<file path="config.mk">
export PLATFORM = sky130hd
export DESIGN_NAME = rca_slice_sequencer_flat
export DESIGN_NICKNAME = d
export VERILOG_FILES = /design/src/rtl/rca_slice_sequencer_if.sv /design/src/rtl/rca_slice_sequencer.sv /design/src/flat_wrapper.sv
export SDC_FILE = /design/constraint.sdc
export NUM_CORES = 1
export LEC_CHECK = 0
export CELL_PAD_IN_SITES_DETAIL_PLACEMENT = 0
export CELL_PAD_IN_SITES_GLOBAL_PLACEMENT = 1
export CORE_UTILIZATION = 28
export CTS_CLUSTER_SIZE = 40
export DETAILED_ROUTE_END_ITERATION = 8
export PLACE_DENSITY = 0.77
export SYNTH_ARGS = -nofsm -noshare
export SYNTH_HDL_FRONTEND = slang
export SYNTH_SLANG_ARGS = --single-unit
</file>
<file path="constraint.sdc">
create_clock -name clk -period 1.3 [get_ports clk]
set_clock_uncertainty 0.05 [all_clocks]
set_input_delay 0.26 -clock clk [delete_from_list [all_inputs] [get_ports clk]]
set_output_delay 0.26 -clock clk [all_outputs]
set_load 0.1 [all_outputs]
</file>
<file path="src/rtl/rca_slice_sequencer_if.sv">
// Operand/result handshake and external adder-slice bus of the slice sequencer.
// slave is the sequencer side; master is the operand producer, result consumer and adder slice.
interface rca_slice_sequencer_if #(
    parameter int SLICE_W    = 16,
    parameter int NUM_SLICES = 2
);
    localparam int W = SLICE_W * NUM_SLICES;

    logic               in_valid;
    logic               in_ready;
    logic [W-1:0]       a;
    logic [W-1:0]       b;
    logic               cin;
    logic [SLICE_W-1:0] slc_a;
    logic [SLICE_W-1:0] slc_b;
    logic               slc_cin;
    logic [SLICE_W-1:0] slc_s;
    logic               slc_cout;
    logic               out_valid;
    logic               out_ready;
    logic [W-1:0]       sum;
    logic               cout;
    logic               ovf;

    modport slave (
        input  in_valid, a, b, cin, slc_s, slc_cout, out_ready,
        output in_ready, slc_a, slc_b, slc_cin, out_valid, sum, cout, ovf
    );

    modport master (
        output in_valid, a, b, cin, slc_s, slc_cout, out_ready,
        input  in_ready, slc_a, slc_b, slc_cin, out_valid, sum, cout, ovf
    );
endinterface

</file>
<file path="src/rtl/rca_slice_sequencer.sv">
// Computes a SLICE_W*NUM_SLICES-bit sum one slice per cycle through a shared external
// ripple-carry slice, with valid/ready handshakes on both the operand and result sides.
module rca_slice_sequencer #(
    parameter int SLICE_W    = 16,
    parameter int NUM_SLICES = 2
) (
    input  logic                  clk,
    input  logic                  rst,
    rca_slice_sequencer_if.slave  bus
);
    localparam int IDX_W = (NUM_SLICES > 1) ? $clog2(NUM_SLICES) : 1;
    localparam logic [IDX_W-1:0] LAST_IDX = IDX_W'(NUM_SLICES - 1);

    typedef enum logic [1:0] {
        IDLE = 2'd0,
        RUN  = 2'd1,
        DONE = 2'd2
    } state_t;

    typedef logic [NUM_SLICES-1:0][SLICE_W-1:0] wide_t;

    state_t           state_q, state_d;
    logic [IDX_W-1:0] idx_q, idx_d;
    wide_t            a_q, a_d;
    wide_t            b_q, b_d;
    wide_t            sum_q, sum_d;
    logic             cin_q, cin_d;
    logic             carry_q, carry_d;
    logic             cout_q, cout_d;
    logic             ovf_q, ovf_d;

    // Like-signed operands producing an opposite-signed result overflow.
    function automatic logic signed_ovf(input logic a_msb, input logic b_msb, input logic s_msb);
        return (a_msb == b_msb) && (s_msb != a_msb);
    endfunction

    always_ff @(posedge clk) begin
        if (rst) begin
            state_q <= IDLE;
            idx_q   <= '0;
            a_q     <= '0;
            b_q     <= '0;
            sum_q   <= '0;
            cin_q   <= 1'b0;
            carry_q <= 1'b0;
            cout_q  <= 1'b0;
            ovf_q   <= 1'b0;
        end else begin
            state_q <= state_d;
            idx_q   <= idx_d;
            a_q     <= a_d;
            b_q     <= b_d;
            sum_q   <= sum_d;
            cin_q   <= cin_d;
            carry_q <= carry_d;
            cout_q  <= cout_d;
            ovf_q   <= ovf_d;
        end
    end

    always_comb begin
        state_d = state_q;
        idx_d   = idx_q;
        a_d     = a_q;
        b_d     = b_q;
        sum_d   = sum_q;
        cin_d   = cin_q;
        carry_d = carry_q;
        cout_d  = cout_q;
        ovf_d   = ovf_q;

        case (state_q)
            IDLE: begin
                if (bus.in_valid) begin
                    a_d     = bus.a;
                    b_d     = bus.b;
                    cin_d   = bus.cin;
                    idx_d   = '0;
                    state_d = RUN;
                end
            end
            RUN: begin
                sum_d[idx_q] = bus.slc_s;
                carry_d      = bus.slc_cout;
                idx_d        = idx_q + 1'b1;
                // The last slice completes the word, so flags are taken from the merged sum.
                if (idx_q == LAST_IDX) begin
                    cout_d  = bus.slc_cout;
                    ovf_d   = signed_ovf(a_q[NUM_SLICES-1][SLICE_W-1],
                                         b_q[NUM_SLICES-1][SLICE_W-1],
                                         sum_d[NUM_SLICES-1][SLICE_W-1]);
                    state_d = DONE;
                end
            end
            DONE: begin
                if (bus.out_ready) begin
                    state_d = IDLE;
                end
            end
            default: begin
                state_d = IDLE;
            end
        endcase
    end

    always_comb begin
        bus.slc_a   = '0;
        bus.slc_b   = '0;
        bus.slc_cin = 1'b0;
        if (state_q == RUN) begin
            bus.slc_a   = a_q[idx_q];
            bus.slc_b   = b_q[idx_q];
            bus.slc_cin = (idx_q == '0) ? cin_q : carry_q;
        end
    end

    assign bus.in_ready  = (state_q == IDLE);
    assign bus.out_valid = (state_q == DONE);
    assign bus.sum       = sum_q;
    assign bus.cout      = cout_q;
    assign bus.ovf       = ovf_q;
endmodule

</file>
<file path="src/flat_wrapper.sv">
// flat-port wrapper written by rule: the top's interface ports become plain ports
module rca_slice_sequencer_flat 
#(
    parameter int SLICE_W    = 16,
    parameter int NUM_SLICES = 2
)
  (clk, rst, bus_in_valid, bus_a, bus_b, bus_cin, bus_slc_s, bus_slc_cout, bus_out_ready, bus_in_ready, bus_slc_a, bus_slc_b, bus_slc_cin, bus_out_valid, bus_sum, bus_cout, bus_ovf);
  rca_slice_sequencer_if #(.SLICE_W(SLICE_W), .NUM_SLICES(NUM_SLICES)) bus_i ();
  input  logic clk;
  input  logic rst;
  input wire logic [$bits(bus_i.in_valid)-1:0] bus_in_valid;
  input wire logic [$bits(bus_i.a)-1:0] bus_a;
  input wire logic [$bits(bus_i.b)-1:0] bus_b;
  input wire logic [$bits(bus_i.cin)-1:0] bus_cin;
  input wire logic [$bits(bus_i.slc_s)-1:0] bus_slc_s;
  input wire logic [$bits(bus_i.slc_cout)-1:0] bus_slc_cout;
  input wire logic [$bits(bus_i.out_ready)-1:0] bus_out_ready;
  output wire logic [$bits(bus_i.in_ready)-1:0] bus_in_ready;
  output wire logic [$bits(bus_i.slc_a)-1:0] bus_slc_a;
  output wire logic [$bits(bus_i.slc_b)-1:0] bus_slc_b;
  output wire logic [$bits(bus_i.slc_cin)-1:0] bus_slc_cin;
  output wire logic [$bits(bus_i.out_valid)-1:0] bus_out_valid;
  output wire logic [$bits(bus_i.sum)-1:0] bus_sum;
  output wire logic [$bits(bus_i.cout)-1:0] bus_cout;
  output wire logic [$bits(bus_i.ovf)-1:0] bus_ovf;
  assign bus_i.in_valid = bus_in_valid;
  assign bus_i.a = bus_a;
  assign bus_i.b = bus_b;
  assign bus_i.cin = bus_cin;
  assign bus_i.slc_s = bus_slc_s;
  assign bus_i.slc_cout = bus_slc_cout;
  assign bus_i.out_ready = bus_out_ready;
  assign bus_in_ready = bus_i.in_ready;
  assign bus_slc_a = bus_i.slc_a;
  assign bus_slc_b = bus_i.slc_b;
  assign bus_slc_cin = bus_i.slc_cin;
  assign bus_out_valid = bus_i.out_valid;
  assign bus_sum = bus_i.sum;
  assign bus_cout = bus_i.cout;
  assign bus_ovf = bus_i.ovf;
  rca_slice_sequencer #(.SLICE_W(SLICE_W), .NUM_SLICES(NUM_SLICES)) u_core (.clk(clk), .rst(rst), .bus(bus_i));
endmodule
</file>
==> flow_summary.toml <==
[clock_tree]
htreeDepth = 3
cts_tree = "done"
clkLatencyLatePin_ns = 0.33
cts_sinks = 103
hold_buffers = 0
clk_pin_slew_ns = 0.07
cts_buffer_depth = 2
cts_buffers = 9
cts_root_buf = "clkbuf_16"

[routing]
antenna_left = 0
drc = 0
firstDrtPassIters = 6
dr_total_vias = 4514
first_iter_violations = 199
avgViaCountPerCell = 4.92
routed_wl_um = 17500
wire_per_inst_um = 19.1

[final_layout]
area_delta_synth_final_pct = 139
nets = 815
utilization_pct = 68.6
postLayoutCellArea_um2 = 9970
stdcell_count = 918
diodes = 0
drive_gt1_share_pct = 69.6

[die]
start_util_pct = 28.7
placementRows = 44
pin_count = 155
die_h_um = 124
core-area_um2 = 14500
die_w_um = 124
die_area_um2 = 15400

[global_route]
grt_max_degree = 54
grt_pass1_wl_um = 23000
grt.total_usage_pct = 19.7
antenna_found_initial = 0
grt-ovfl-total = 0
grt_pass1_vias = 4538

[placed_design]
placed_cell_area_um2 = 7000
routabilityCongestion = 0.754
dp.cells = 848
port_buffers = 154
hpwl_um = 8780

[synth]
syn_area_per_cell_um2 = 7.89
netlist_area_um2 = 4170
synth_nets = 615
synth_warnings = 0
synth_seq_cells = 103
synthesis.instances = 529
synth_cell_types = 21
yosysSeqAreaShare_pct = 49.4

[critical_path]
crit_chain = "buf_12 > mux2i_2 > nor2_4 > buf_12"
cp.arrival_ns = 1.52
required_ns = 0.99
path_class = "reg2out"
crit_buf_inv = 2
crit_path_end_kind = "output port"
cp-start-kind = "flip-flop"
path_common_cell = "buf_12"
path_delay_family = "flip-flops"
slowest_delay_ns = 0.44
critical_path.max_fanout = 10
cp_slowest_cell = "dfxtp_4"

[pwr]
switchingPower_uw = 3260
power_frac_comb_pct = 35.2
p_per_area_nw_per_um2 = 994
clkPwrFrac_pct = 28.6
vdd.ir_drop.worst_mv = 0.742
seq_power_share_pct = 36.2
intPower_uw = 6650
leakagePower_uw = 0.00377
p_sw_share_pct = 32.9

[worst_hold_path]
hold_class = "in2reg"

[sta]
slew_viol_final = 0
period_needed_ns = 1.83
fmax_mhz = 547
setup_slack_ns = -0.527
hold_viol_final = 0
hold_ws_ns = 0.375
finalCritPeriodShare_pct = 141
worst_pin_slew_ns = 0.369
slew_headroom_pct = 75.4
rsz0062_at_grt = "yes"
setup_viol = 136

[run_status]
status = "finished, violations left"
violations = "setup timing"

[run]
drv_cap = 0
-- cells in the mapped netlist, drive strengths merged --
cell / n / area, µm²
nand2: 180 / 676
dfxtp: 103 / 2060
a21oi: 101 / 505
nor2: 38 / 143
mux2i: 35 / 350
buf: 24 / 184
clkbuf: 19 / 71.3
o21ai: 16 / 80.1
nand2b: 2 / 12.5
nand3b: 2 / 15.0
nor3b: 2 / 25.0
a211oi: 1 / 7.51
and3b: 1 / 8.76
inv: 1 / 3.75
nor2b: 1 / 6.26
nor3: 1 / 5.00
o21bai: 1 / 7.51
or3b: 1 / 8.76
-- power by group through the flow --
| stage | clock (µW) | sequential [µW] | combinational, µW |
|---|---|---|---|
| after global routing | 3050 | 3610 | 3620 |
| after global placement | 0 | 3530 | 2200 |
| after floorplan | 0 | 3830 | 1060 |
| after CTS | 2900 | 3510 | 2950 |
| after detailed placement | 0 | 3540 | 2220 |
| final | 2830 | 3590 | 3490 |
-- cell type report --
cell class | count | area (µm²)
timing repair buffer | 231 | 3520
fill | 1037 | 4570
inverter | 1 | 3.75
multi-input combinational | 383 | 3790
tap | 184 | 230
clock inverter | 5 | 82.6
clock buffer | 11 | 233
sequential | 103 | 2110
-- placed cells by master, fill, tap and decap left out, types with 3 or more instances in the layout --
cell type        count
o21ai_0              6
mux2i_4             26
dfxtp_2             26
buf_12              90
dfxtp_4              3
nor2_4              34
nand2_1             36
o21ai_2              5
clkbuf_16           15
nand2_4            108
clkdlybuf4s50_1     84
a21oi_1              3
nor2_1               4
dfxtp_1             74
buf_4               14
o21ai_1              5
a21oi_2             97
mux2i_2              7
buf_16              12
buf_6               23
nand2_2             36
-- worst register-to-register path, cell delays in order (launching register included) --
cell     delay [ns]
dfxtp_4        0.40
buf_12         0.15
buf_16         0.14
buf_8          0.13
nor3b_4        0.32
buf_6          0.21
nand2_2        0.08
a21oi_1        0.13
-- sequential cells by signal (all words and copies together) (netlist names) --
register / count
u_core.b_q: 32
u_core.bus.ovf: 1
u_core.bus.cout: 1
u_core.bus.sum: 32
u_core.carry_q: 1
u_core.cin_q: 1
u_core.idx_q: 1
u_core.a_q: 32
u_core.state_q: 2
-- metal layers --
| metal | vias to the layer above | routed length (µm) | GRT usage (%) |
|---|---|---|---|
| met5 | - | 0 | 0 |
| met4 | 0 | 359 | 5.51 |
| met3 | 28 | 1140 | 6.32 |
| met2 | 121 | 9300 | 35.4 |
| met1 | 2227 | 6730 | 22.2 |
| li1 | 2138 | - | - |
-- what timing repair did --
action / CTS / global route
resized for setup: 231 / 265
buffers inserted: 22 / 10
pin swaps: 95 / 150
gates cloned: 13 / 11
endpoints found under the setup margin: 131 / 138
-- metrics by stage --
step	power [µW]	worst slack [ns]	TNS, ns
after floorplan	4890	-0.357	-16.59
after global placement	5730	-0.489	-37.29
after detailed placement	5770	-0.531	-39.78
after CTS	9360	-0.521	-38.19
after global routing	10300	-0.570	-51.27
final	9910	-0.527	-45.27
-- worst paths after layout --
kind         slack (ns)                         endpoint  cells after the start                       startpoint
max               -0.53                    bus_slc_a[15]                      4        u_core.idx_q$_SDFFE_PP0P_
min                0.38   u_core.bus.sum[4]$_SDFFE_PP0P_                      3                              rst
min reg2reg        0.42  u_core.bus.sum[19]$_SDFFE_PP0P_                      2  u_core.bus.sum[19]$_SDFFE_PP0P_
max reg2reg       -0.37  u_core.bus.sum[10]$_SDFFE_PP0P_                      7        u_core.idx_q$_SDFFE_PP0P_
-- cell families after synthesis --
group                  Yosys count  share of synthesized area (%)
and+or+nand+nor                228                           21.6
AOI/OAI and AO/OA              119                           14.4
DFF                            103                           49.4
buffers and inverters           44                           6.21
muxes                           35                           8.40
Power figures use the tool's default switching activity.
